<file path="src/rtl/boid_render_pkg.sv">
// Shared types and default geometry for the boid frame renderer.
package boid_render_pkg;

  localparam int DEF_H_RES     = 640;
  localparam int DEF_V_RES     = 480;
  localparam int DEF_ADDR_W    = 19;
  localparam int DEF_FRAC_BITS = 16;

  localparam logic [7:0] DEF_BOID_COLOR = 8'hFF;
  localparam logic [7:0] DEF_BG_COLOR   = 8'h00;

  typedef logic [DEF_ADDR_W-1:0] pix_addr_t;

  typedef enum logic [2:0] {
    IDLE,
    WAIT,
    READ,
    CALC,
    ERASE,
    DRAW,
    DONE
  } render_state_t;

endpackage

</file>
<file path="src/rtl/boid_frame_renderer_pos_to_addr.sv">
// Fixed-point boid position to linear VGA pixel address, with on-screen check.
module boid_pos_to_addr
  import boid_render_pkg::*;
#(
  parameter int H_RES     = DEF_H_RES,
  parameter int V_RES     = DEF_V_RES,
  parameter int ADDR_W    = DEF_ADDR_W,
  parameter int FRAC_BITS = DEF_FRAC_BITS
) (
  input  logic signed [31:0]       x,
  input  logic signed [31:0]       y,
  output logic                     new_ok,
  output logic        [ADDR_W-1:0] new_addr
);

  logic signed [31:0] xi;
  logic signed [31:0] yi;

  // Drop the fraction (keeping sign), bounds-check, and linearise row-major.
  always_comb begin
    xi       = x >>> FRAC_BITS;
    yi       = y >>> FRAC_BITS;
    new_ok   = (xi >= 0) && (xi < H_RES) && (yi >= 0) && (yi < V_RES);
    new_addr = ADDR_W'(yi * H_RES + xi);
  end

endmodule

</file>
<file path="src/rtl/boid_frame_renderer.sv">
// Per-frame boid renderer: reads each boid position, erases its stale pixel
// and draws the new one through a valid/ready pixel-write port.
module boid_frame_renderer
  import boid_render_pkg::*;
#(
  parameter int         NUM_BOIDS  = 2,
  parameter int         H_RES      = DEF_H_RES,
  parameter int         V_RES      = DEF_V_RES,
  parameter int         ADDR_W     = DEF_ADDR_W,
  parameter int         FRAC_BITS  = DEF_FRAC_BITS,
  parameter logic [7:0] BOID_COLOR = DEF_BOID_COLOR,
  parameter logic [7:0] BG_COLOR   = DEF_BG_COLOR,
  localparam int        CNT_W      = (NUM_BOIDS > 1) ? $clog2(NUM_BOIDS) : 1
) (
  input  logic                     clk,
  input  logic                     reset,
  input  logic                     start,
  input  logic                     is_refilling,
  output logic        [CNT_W-1:0]  which_boid,
  input  logic signed [31:0]       x_in,
  input  logic signed [31:0]       y_in,
  output logic                     pix_valid,
  input  logic                     pix_ready,
  output logic        [ADDR_W-1:0] pix_addr,
  output logic        [7:0]        pix_color,
  output logic                     busy,
  output logic                     done
);

  render_state_t state, state_next;

  logic        [CNT_W-1:0]  cnt;
  logic signed [31:0]       x_r, y_r;
  logic                     calc_ok, ok_r;
  logic        [ADDR_W-1:0] calc_addr, addr_r;
  logic        [ADDR_W-1:0] old_addr [NUM_BOIDS];
  logic        [NUM_BOIDS-1:0] old_valid;

  logic last_boid, erase_req;
  logic load_pos, load_calc, commit, cnt_clear, cnt_inc;

  boid_pos_to_addr #(
    .H_RES    (H_RES),
    .V_RES    (V_RES),
    .ADDR_W   (ADDR_W),
    .FRAC_BITS(FRAC_BITS)
  ) u_pos_to_addr (
    .x       (x_r),
    .y       (y_r),
    .new_ok  (calc_ok),
    .new_addr(calc_addr)
  );

  assign which_boid = cnt;
  assign last_boid  = (cnt == CNT_W'(NUM_BOIDS - 1));
  // A stale pixel needs erasing unless the boid is redrawn on the very same spot.
  assign erase_req  = old_valid[cnt] && !(ok_r && (old_addr[cnt] == addr_r));

  // State, boid counter and table-valid bits; reset aborts the frame at once.
  always_ff @(posedge clk) begin
    // NOTE: sequential state uses non-blocking assignments so every register
    // samples pre-edge values regardless of statement order.
    if (reset) begin
      state     <= IDLE;
      cnt       <= '0;
      old_valid <= '0;
    end else begin
      state <= state_next;
      if (cnt_clear)    cnt <= '0;
      else if (cnt_inc) cnt <= cnt + 1'b1;
      if (commit) old_valid[cnt] <= ok_r;
    end
  end

  // Position/address pipeline and last-drawn address table.
  always_ff @(posedge clk) begin
    // NOTE: the address table is deliberately not reset; old_valid alone
    // decides whether an entry is meaningful, so clearing it is enough.
    if (load_pos) begin
      x_r <= x_in;
      y_r <= y_in;
    end
    if (load_calc) begin
      ok_r   <= calc_ok;
      addr_r <= calc_addr;
    end
    if (commit) old_addr[cnt] <= addr_r;
  end

  // Next-state and handshake outputs; pixel requests only in ERASE/DRAW.
  always_comb begin
    // NOTE: every output gets a default first so no path leaves a latch.
    state_next = state;
    pix_valid  = 1'b0;
    pix_addr   = '0;
    pix_color  = '0;
    busy       = (state != IDLE);
    done       = 1'b0;
    load_pos   = 1'b0;
    load_calc  = 1'b0;
    commit     = 1'b0;
    cnt_clear  = 1'b0;
    cnt_inc    = 1'b0;
    case (state)
      IDLE: begin
        if (start) begin
          state_next = WAIT;
          cnt_clear  = 1'b1;
        end
      end
      WAIT:  if (!is_refilling) state_next = READ;
      READ: begin
        load_pos   = 1'b1;
        state_next = CALC;
      end
      CALC: begin
        load_calc  = 1'b1;
        state_next = ERASE;
      end
      ERASE: begin
        if (erase_req) begin
          pix_valid = 1'b1;
          pix_addr  = old_addr[cnt];
          pix_color = BG_COLOR;
          if (pix_ready) state_next = DRAW;
        end else begin
          state_next = DRAW;
        end
      end
      DRAW: begin
        if (ok_r) begin
          pix_valid = 1'b1;
          pix_addr  = addr_r;
          pix_color = BOID_COLOR;
        end
        if (!ok_r || pix_ready) begin
          commit = 1'b1;
          if (last_boid) begin
            state_next = DONE;
          end else begin
            state_next = READ;
            cnt_inc    = 1'b1;
          end
        end
      end
      DONE: begin
        done       = 1'b1;
        state_next = IDLE;
      end
      default: state_next = IDLE;
    endcase
  end

endmodule

</file>
<file path="config.mk">
export PLATFORM = sky130hd
export DESIGN_NAME = boid_frame_renderer
export DESIGN_NICKNAME = d
export VERILOG_FILES = /design/src/rtl/boid_render_pkg.sv /design/src/rtl/boid_frame_renderer_pos_to_addr.sv /design/src/rtl/boid_frame_renderer.sv
export SDC_FILE = /design/constraint.sdc
export NUM_CORES = 1
export LEC_CHECK = 0
export BUFFER_PORTS_ARGS = -buffer_cell sky130_fd_sc_hd__buf_2
export CAP_MARGIN = 25
export CORE_UTILIZATION = 55
export DETAILED_ROUTE_END_ITERATION = 7
export PLACE_DENSITY = 0.8
export SETUP_SLACK_MARGIN = 0.4
export SYNTH_ARGS = -nofsm -noshare
export SYNTH_HDL_FRONTEND = slang
export SYNTH_SLANG_ARGS = --single-unit
</file>
<file path="constraint.sdc">
create_clock -name clk -period 4.1 [get_ports clk]
set_clock_uncertainty 0.05 [all_clocks]
set_input_delay 0.615 -clock clk [delete_from_list [all_inputs] [get_ports clk]]
set_output_delay 0.615 -clock clk [all_outputs]
set_load 0.05 [all_outputs]
</file>
==> run metrics <==
Worst setup SP type flip-flop; CTS Buffer Depth 2; final WL 7960 um; Core Box Area 8260 um^2; adder and majority cell fraction of the synthesized area 8.52%; setup bufs post-CTS 0; cell taking the most area after synthesis edfxtp_1; CP max FO 19; Post-DP Area 5150 um^2; antenna violations before repair 0; TritonCTS clock tree yes; Pleak 2.05 nW; DRT antenna net count 0; cts hold-fix bufs 0; global-route wire length before repair 12500 um; GRT Overall Usage 18.7%; Die H 94.7 um; #FFs+latches synth 97; RSZ-0062 raised after global routing true; fraction of layout cells with a size suffix above 1 21.7%; Hold Fails Final Rpt 0; Die Wd 94.7 um; grt ovf 0; max_slew headroom 43.5%; CTS root buf clkbuf_8; vias in the first global route 2817; post-synthesis mux area share 4.66%; worst min path class in -> reg; Starting Density 57.3%; fin area 5390 um^2; final setup vio count 0; vias per cell 5.41; Clock transition at path regs 0.10 ns; Synth cell types 42; met2 Use GR 33.2%; fin crit period 3.45 ns; final HPWL from detailed placement 5650 um; die area 8970 um^2; initial DRC count 93; IO buf count 67; Synth area leaders edfxtp_1 57%, ha_1 7.7%, xnor2_1 5.7%; Setup TNS Final 0 ns; Net Count, Synth 469; Netlist Area Pre-Place 4730 um^2; # rows 33; Primary FF master, synth edfxtp_1; largest family of logic cells by synthesized area simple AND/OR/NAND/NOR gates; Crit. End Element output port; asr flop ratio synth 0%; post-synthesis compound-gate area fraction 7.36%; count leader, synth edfxtp_1; WL/cell 14.5 um; first-pass iteration count of the detailed router 4; critical path class reg -> out; final core occ 65.2%; M3 GR Usage 3.38%; Post-Synth XOR/XNOR Area 6.67%; WP data arrival 2.79 ns; total CTS buffers 9; # diodes 0; Slew Limit Fails 0; Worst Tran Pin Value 0.847 ns; # DRC 0; H-tree Lvls 3; Cell Pwr Density 505 nW/um^2; Max VDD drop 0.276 mV; top cell type's share of synthesized area 57.2%; pin count of the biggest net entering global routing 34; busiest grt layer met2; Final WS setup 0.645 ns; Top Ports 100; status finished clean; Ys Warns 0; Final #Nets 538; met1 GRT Util 22.2%; Area Growth Syn to Fin 13.9%; synth cell count leaders 90 x edfxtp_1, 40 x nand2_1, 31 x xnor2_1, 29 x ha_1, 28 x o21ai_0; clock sinks 97; f_max 289 MHz; Synth Area in Simple Gates 9.29%; post-place setup slack 0.685 ns; startpoint of the worst hold path x_in[20]; reg2reg start y_r[18]$_DFFE_PP_; Clock Latency Late Sink 0.36 ns; Post-synth EDFFs 90; Seq/Total Area, Yosys 60.1%; synthesized area per cell 12.8 um^2; vias 2958; Post-Synthesis Cells 369; fin crit share 84.3%; max_cap viols 0; Worst EP required 3.43 ns; gpl congestion 0.815
-- routing by layer --
metal	routed length, um	vias to the layer above
li1	-	1485
met1	3530	1382
met2	4010	83
met3	323	8
met4	91	0
met5	0	-
-- path summary, 6_finish.rpt --
kind	to	cells after the start	slack [ns]
setup reg to reg	addr_r[18]$_DFFE_PN_	13	0.74
setup / recovery	pix_addr[11]	9	0.65
hold reg to reg	addr_r[5]$_DFFE_PN_	0	0.37
hold / removal	x_r[20]$_DFFE_PP_	1	0.37
-- repair_timing --
item | in CTS | in global routing
endpoints found under the setup margin | 0 | 18
resized for setup | 0 | 5
endpoints found under the hold margin | 0 | 0
-- area by class of cell --
| cell class | instances | area (um^2) |
|---|---|---|
| fillers | 602 | 2870 |
| flip-flops and latches | 97 | 2840 |
| multi-input cells | 241 | 1750 |
| repair buffers | 73 | 384 |
| well taps | 105 | 131 |
| clock buffers | 10 | 128 |
| clock inverters | 5 | 88.8 |
| inverters | 16 | 60.1 |
-- metrics by stage --
stage / total power [mW] / hold WS [ns] / std cells
2_1_floorplan: 1.90 / 0.350 / 369
4_1_cts: 2.73 / 0.356 / 547
3_5_place_dp: 2.06 / 0.355 / 532
5_1_grt: 2.88 / 0.356 / 547
3_3_place_gp: 2.03 / 0.353 / 532
6_report: 2.72 / 0.369 / 547
-- cells in the final DEF (no fill, tap or decap), drive strengths merged, types with 5 or more instances in the layout --
cell,instances
clkbuf,10
nor2b,6
nand2,40
a21oi,11
buf,73
dfxtp,7
nor3,5
inv,18
o21ai,32
xnor2,31
edfxtp,90
nor2,18
mux2i,22
ha,29
xor2,5
nor4,6
-- flip-flops by register name, summed over array words and instances (netlist names), named ones only --
name	cells
y_r	16
which_boid	1
x_r	16
old_addr	38
ok_r	1
state	3
addr_r	19
old_valid	2
-- report_power, final --
part           switching (mW)  total, mW  internal (mW)
combinational           0.430      0.771          0.341
clock                   0.320      0.669          0.348
sequential             0.0614       1.28           1.22
-- kinds of logic (layout without fill, tap and decap cells) --
family,after synthesis,in the layout
buffers and inverters,31,104
xor gates and xnor gates,36,36
muxes,22,22
AOI/OAI and AO/OA,59,59
and+or+nand+nor,93,93
DFF,97,97
adders and majority gates,31,31
-- worst max-delay path, stage by stage, from the launching register on --
cell,delay [ns]
dfxtp_1,0.33
buf_6,0.26
mux2i_1,0.29
xnor2_1,0.10
nor4_1,0.36
nand3_1,0.20
o21ai_2,0.22
buf_4,0.25
o21ai_0,0.16
buf_2,0.25
No activity file was read; power rests on OpenSTA's default activity.
